$ cat config.mk
export PLATFORM = sky130hd
export DESIGN_NAME = aes_job_scheduler
export DESIGN_NICKNAME = d
export VERILOG_FILES = /design/src/rtl/aes_sched_pkg.sv /design/src/rtl/rr_arbiter.sv /design/src/rtl/aes_job_scheduler.sv
export SDC_FILE = /design/constraint.sdc
export NUM_CORES = 1
export LEC_CHECK = 0
export CAP_MARGIN = 30
export CORE_AREA = 5 5 603 605
export CTS_CLUSTER_SIZE = 25
export DETAILED_ROUTE_END_ITERATION = 6
export DIE_AREA = 0 0 608 610
export HOLD_SLACK_MARGIN = 0.15
export PLACE_DENSITY = 0.3
export SLEW_MARGIN = 20
export SYNTH_ARGS = -nofsm -noshare
export SYNTH_HDL_FRONTEND = slang
export SYNTH_SLANG_ARGS = --single-unit
$ cat constraint.sdc
create_clock -name clk -period 2.1 [get_ports clk]
set_input_delay 0.42 -clock clk [delete_from_list [all_inputs] [get_ports clk]]
set_output_delay 0.42 -clock clk [all_outputs]
set_load 0.02 [all_outputs]
$ cat src/rtl/aes_sched_pkg.sv
// aes_sched_pkg: shared state type, block width and round-robin helper for aes_job_scheduler
package aes_sched_pkg;
  localparam int AES_BLK_W = 128;
  typedef enum logic [1:0] {IDLE, ISSUE, WAIT, RESP} sched_state_t;
  function automatic int rr_next(int ptr, int n);
    return (ptr + 1) % n;
  endfunction
endpackage

$ cat src/rtl/rr_arbiter.sv
// rr_arbiter: combinational round-robin pick of the first request at or after ptr
module rr_arbiter #(
  parameter int NUM_REQ = 4,
  parameter int ID_W = $clog2(NUM_REQ)
) (
  input  logic [NUM_REQ-1:0] req_i,
  input  logic [ID_W-1:0]    ptr_i,
  output logic [NUM_REQ-1:0] grant_o,
  output logic [ID_W-1:0]    idx_o,
  output logic               any_o
);
  logic [ID_W-1:0] cand;
  // Walk candidates from farthest to nearest so the nearest set request wins
  always_comb begin
    idx_o = '0;
    cand = '0;
    for (int k = NUM_REQ - 1; k >= 0; k--) begin
      cand = ID_W'((int'(ptr_i) + k) % NUM_REQ);
      if (req_i[cand]) idx_o = cand;
    end
  end
  assign any_o = |req_i;
  assign grant_o = any_o ? ({{(NUM_REQ-1){1'b0}}, 1'b1} << idx_o) : '0;
endmodule

$ cat src/rtl/aes_job_scheduler.sv
// aes_job_scheduler: shares one AES-128 core among requesters; AES_SCHED_TIMEOUT_EN adds a WAIT watchdog
module aes_job_scheduler
  import aes_sched_pkg::*;
#(
  parameter int NUM_REQ = 4,
  parameter int ID_W = $clog2(NUM_REQ),
  parameter int TIMEOUT = 32
) (
  input  logic                         clk,
  input  logic                         reset,
  input  logic [NUM_REQ-1:0]           req_valid_i,
  input  logic [NUM_REQ*AES_BLK_W-1:0] req_data_i,
  input  logic [NUM_REQ*AES_BLK_W-1:0] req_key_i,
  output logic [NUM_REQ-1:0]           req_ready_o,
  output logic                         core_start_o,
  output logic [AES_BLK_W-1:0]         core_data_o,
  output logic [AES_BLK_W-1:0]         core_key_o,
  input  logic                         core_done_i,
  input  logic [AES_BLK_W-1:0]         core_result_i,
  output logic                         rsp_valid_o,
  output logic [ID_W-1:0]              rsp_id_o,
  output logic [AES_BLK_W-1:0]         rsp_data_o,
  input  logic                         rsp_ready_i,
  output logic                         busy_o,
  output logic                         timeout_err_o
);
  sched_state_t state_q, state_d;
  logic [ID_W-1:0] rr_ptr_q, cur_id_q, rsp_id_q, gnt_idx;
  logic [AES_BLK_W-1:0] core_data_q, core_key_q, rsp_data_q;
  logic [NUM_REQ-1:0] gnt;
  logic any_req, tmo;
  rr_arbiter #(.NUM_REQ(NUM_REQ), .ID_W(ID_W)) u_arb (
    .req_i(req_valid_i),
    .ptr_i(rr_ptr_q),
    .grant_o(gnt),
    .idx_o(gnt_idx),
    .any_o(any_req)
  );
  // State register
  always_ff @(posedge clk) state_q <= !reset ? IDLE : state_d;
  // Next state: one job walks IDLE -> ISSUE -> WAIT -> RESP and back
  always_comb begin
    state_d = state_q;
    case (state_q)
      IDLE:    state_d = any_req ? ISSUE : IDLE;
      ISSUE:   state_d = WAIT;
      WAIT:    state_d = (core_done_i || tmo) ? RESP : WAIT;
      RESP:    state_d = rsp_ready_i ? IDLE : RESP;
      default: state_d = IDLE;
    endcase
  end
  // Outputs decoded from state; the grant is only exposed while idle
  always_comb begin
    req_ready_o = (state_q == IDLE) ? gnt : '0;
    core_start_o = state_q == ISSUE;
    rsp_valid_o = state_q == RESP;
    busy_o = state_q != IDLE;
  end
  // Capture the job on grant and the result on completion or timeout
  always_ff @(posedge clk) begin
    if (!reset) begin
      rr_ptr_q <= '0;
      cur_id_q <= '0;
      core_data_q <= '0;
      core_key_q <= '0;
      rsp_data_q <= '0;
      rsp_id_q <= '0;
    end else begin
      if (state_q == IDLE && any_req) begin
        core_data_q <= req_data_i[gnt_idx*AES_BLK_W +: AES_BLK_W];
        core_key_q <= req_key_i[gnt_idx*AES_BLK_W +: AES_BLK_W];
        cur_id_q <= gnt_idx;
        rr_ptr_q <= ID_W'(rr_next(int'(gnt_idx), NUM_REQ));
      end
      if (state_q == WAIT && (core_done_i || tmo)) begin
        rsp_data_q <= core_done_i ? core_result_i : '0;
        rsp_id_q <= cur_id_q;
      end
    end
  end
  assign core_data_o = core_data_q;
  assign core_key_o = core_key_q;
  assign rsp_data_o = rsp_data_q;
  assign rsp_id_o = rsp_id_q;
`ifdef AES_SCHED_TIMEOUT_EN
  localparam int CNT_W = $clog2(TIMEOUT + 1);
  logic [CNT_W-1:0] cnt_q;
  logic err_q;
  // Count cycles spent in WAIT; held at zero elsewhere so each WAIT starts fresh
  always_ff @(posedge clk) cnt_q <= (!reset || state_q != WAIT) ? '0 : cnt_q + 1'b1;
  // A done on the expiry cycle takes priority, so the error only fires without one
  assign tmo = state_q == WAIT && !core_done_i && cnt_q == CNT_W'(TIMEOUT - 1);
  // Sticky error flag
  always_ff @(posedge clk) err_q <= !reset ? 1'b0 : (err_q | tmo);
  assign timeout_err_o = err_q;
`else
  assign tmo = 1'b0;
  assign timeout_err_o = TIMEOUT < 0;
`endif
endmodule
==> results.toml <==
[pwr]
cellLeakagePower_nw = 17.3
power.ir.vdd_worst_mv = 0.505
pwr_density_cell_nw_per_um2 = 836

[sta]
timing_max_transition_violations_final = 0
setup_total_negative_slack_ns = -104.77
finalHoldViolCount = 0
layout_worst_path_cycle_share_pct = 135
setup_viol = 554
achievable-frequency_mhz = 352
hold_ws_ns = 0.255
timing_worst_slew_pin_value_ns = 0.552
max-slew-margin-rel_pct = 63.1
worst_clock_skew_ns = 0.0592
grt_setup_unrepaired = "yes"
min_period_ns = 2.84
fin_ws_ns = -0.738

[logic_synthesis]
synth_fa_ha_area_share_pct = 0
avgSynthCellArea_um2 = 9.49
netlist_area_um2 = 19400
post-synth-top-area-cell = "dfxtp_1"
synth_top_family_by_area = "multiplexers"
netlist_instances = 2041
synth_area_leaders = "dfxtp_1, mux2i_1, o221ai_1"
synth-warning-count = 0
synth_compound_gate_area_share_pct = 16.3
xor_xnor_cell_area_share_of_the_yosys_netlist_pct = 0
synth.top_cell.area_share_pct = 40.5
ys_ff_latch = 392
synthMuxAreaShare_pct = 26.4
seq_area_frac_synth_pct = 40.5
syn-num-nets = 3201
synth_simple_gate_area_share_pct = 11.0
netlist-cell-type-count = 40

[drt]
via_count = 25345
drc_errors = 0
drtAntennaViolNets = 0
postRouteWirelength_um = 280000
initialDrtViolationCount = 1677
drtPass1Iterations = 7
post_drt_wl_per_cell_um = 32.2
post_drt_via_cell_ratio = 2.92

[floorplanning]
placeableCoreArea_um2 = 358000
die_w_um = 608
floorplan.die_area_um2 = 371000
rows = 220
num_io_pins = 1554
start_util_pct = 5.42
die_height_um = 610

[grt]
first_global_vias = 25775
total_congestion_overflow_after_global_routing = 0
global_route.usage.total_pct = 14.4
grt_max_degree = 57
antenna_found_initial = 208
wire_length_of_the_first_global_routing_pass_um = 339000

[outcome]
outcome = "finished, violations left"
violated_checks = "negative setup slack"

[critical_path]
critical_path_required_ns = 1.68
reg2reg_depth = 10
critical_path.startpoint_type = "flip-flop"
worst_ep_arrival_time_ns = 2.42
critical_path.max_stage_delay_ns = 0.35
worstPathMaxFanout = 3
worst_setup_path_end_kind = "output port"
crit_chain = "and2b_2 -> nor4b_4 -> nor2_4 -> buf_12 -> buf_16 -> buf_16 -> nand2_2 -> nor2_1 -> buf_12"
cp_slowest_cell = "dfxtp_2"
crit_type = "reg -> out"

[clock_network]
clock_sinks = 392
clockBufferDepth = 4
clock_tree_from_tritoncts = "built"
clock_tree.htree_level_count = 3
cts_inserted_buffers = 72
worst_skew_pair.late_latency_ns = 0.77
worst_setup_hold_path_clk_slew_ns = 0.06
cts.root.buffer_cell = "clkbuf_16"

[job]
max-cap-violations = 0

[finish]
mostFrequentLayoutCell = "clkdlybuf4s50_1"
layout-area-overhead-vs-synth_pct = 140
layout.cells.most_common_list = "clkdlybuf4s50_1, nand2_1, mux2i_1"
fillerInstances = 40665
layout-drive-gt1-share_pct = 15.4
nNetsFinal = 4980

[hold_path]
worst_hold_path_type = "in -> reg"
hold-path-cell-count = 3

[place]
portBuffers = 1552
post_dp_hpwl_um = 251000
gp_congestion = 0.907
-- synth_stat cells (all sizes together) --
master and number:
and3 1, nand3b 1, or2 1, a21oi 133, a311oi 1, a2111o 1, a31oi 1, a21o 1
a21boi 1, nand2 524, o21ai 2, nor2 11, o211ai 1, nor2b 3, a211oi 1, and3b 1
nand2b 1, o32ai 1, mux2i 511, dfxtp 392, nor4b 1, o32a 1, conb 1, nand3 2
buf 120, or3b 1, a2111oi 1, o221ai 255, clkbuf 65, and2 1, and2b 1, inv 3
-- cell families (layout without fill, tap and decap cells) --
group	after synthesis	after routing
other	1	44
DFF	392	392
muxes	511	511
buffers and inverters	188	2014
AOI/OAI and AO/OA	400	400
and+or+nand+nor	549	549
-- where the power goes --
part | leakage [nW] | internal [mW] | switching [mW]
Clock | 1.20 | 7.99 | 4.85
Sequential | 3.22 | 8.64 | 0.920
Combinational | 12.9 | 7.66 | 8.72
-- routing by layer --
metal  share of wire [%]  GRT usage, %  up-vias
li1                    -             -    11150
met1                  39          16.3    12370
met2                  50          25.9     1311
met3                 8.3          5.22      424
met4                 2.7          2.75       90
met5                0.22             0        -
-- sequential cells by signal, summed over array words and instances (netlist names) --
register / count
core_data_o: 128
core_key_o: 128
cur_id_q: 2
rr_ptr_q: 2
rsp_data_o: 128
rsp_id_o: 2
state_q: 2
-- final timing paths --
check / startpoint / endpoint / slack [ns]
worst max-delay path: rr_ptr_q[0]$_SDFFE_PN0P_ / req_ready_o[2] / -0.74
worst min-delay path: core_result_i[104] / rsp_data_o[104]$_SDFFE_PN0P_ / 0.26
worst max register to register: rr_ptr_q[0]$_SDFFE_PN0P_ / core_key_o[10]$_SDFFE_PN0P_ / -0.68
worst min register to register: rsp_data_o[52]$_SDFFE_PN0P_ / rsp_data_o[52]$_SDFFE_PN0P_ / 0.45
-- metrics by stage --
stage / setup slack, ns / power, mW / instances / util [%] / area (um2)
2_1_floorplan: -0.0567 / 15.3 / 2041 / - / 19400
3_5_place_dp: -1.72 / 25.8 / 8457 / 11.9 / 42400
5_1_grt: -0.870 / 40.5 / 8649 / 13.0 / 46300
6_report: -0.738 / 38.8 / 8683 / 13.0 / 46400
3_3_place_gp: -1.90 / 25.7 / 8454 / 11.9 / 42400
4_1_cts: -0.866 / 39.8 / 8640 / 12.9 / 46100
-- worst max-delay path, delay by kind of cell (launching register included) --
family | cells | cell delay (ns)
and+or+nand+nor | 5 | 0.75
buffers and inverters | 4 | 0.57
DFF | 1 | 0.35
-- what timing repair did --
item | in CTS | in global routing
buffers inserted | 9 | 1
hold buffers | 52 | 0
pin swaps | 10 | 0
gates resized for setup | 174 | 34
endpoints found under the setup margin | 582 | 564
gates cloned | 1 | 0
hold endpoints to repair | 52 | 0
-- layout make-up --
cell class	count	area, um2	area share, %
Timing Repair Buffer	1890	19000	40.9
Multi-Input combinational cell	1461	11100	23.8
Tap cell	4773	5970	12.9
Sequential cell	392	7850	16.9
Clock inverter	22	345	0.744
Clock buffer	99	2080	4.49
Antenna cell	43	108	0.232
Inverter	3	13.8	0.0297
No activity file was read; power rests on OpenSTA's default activity.
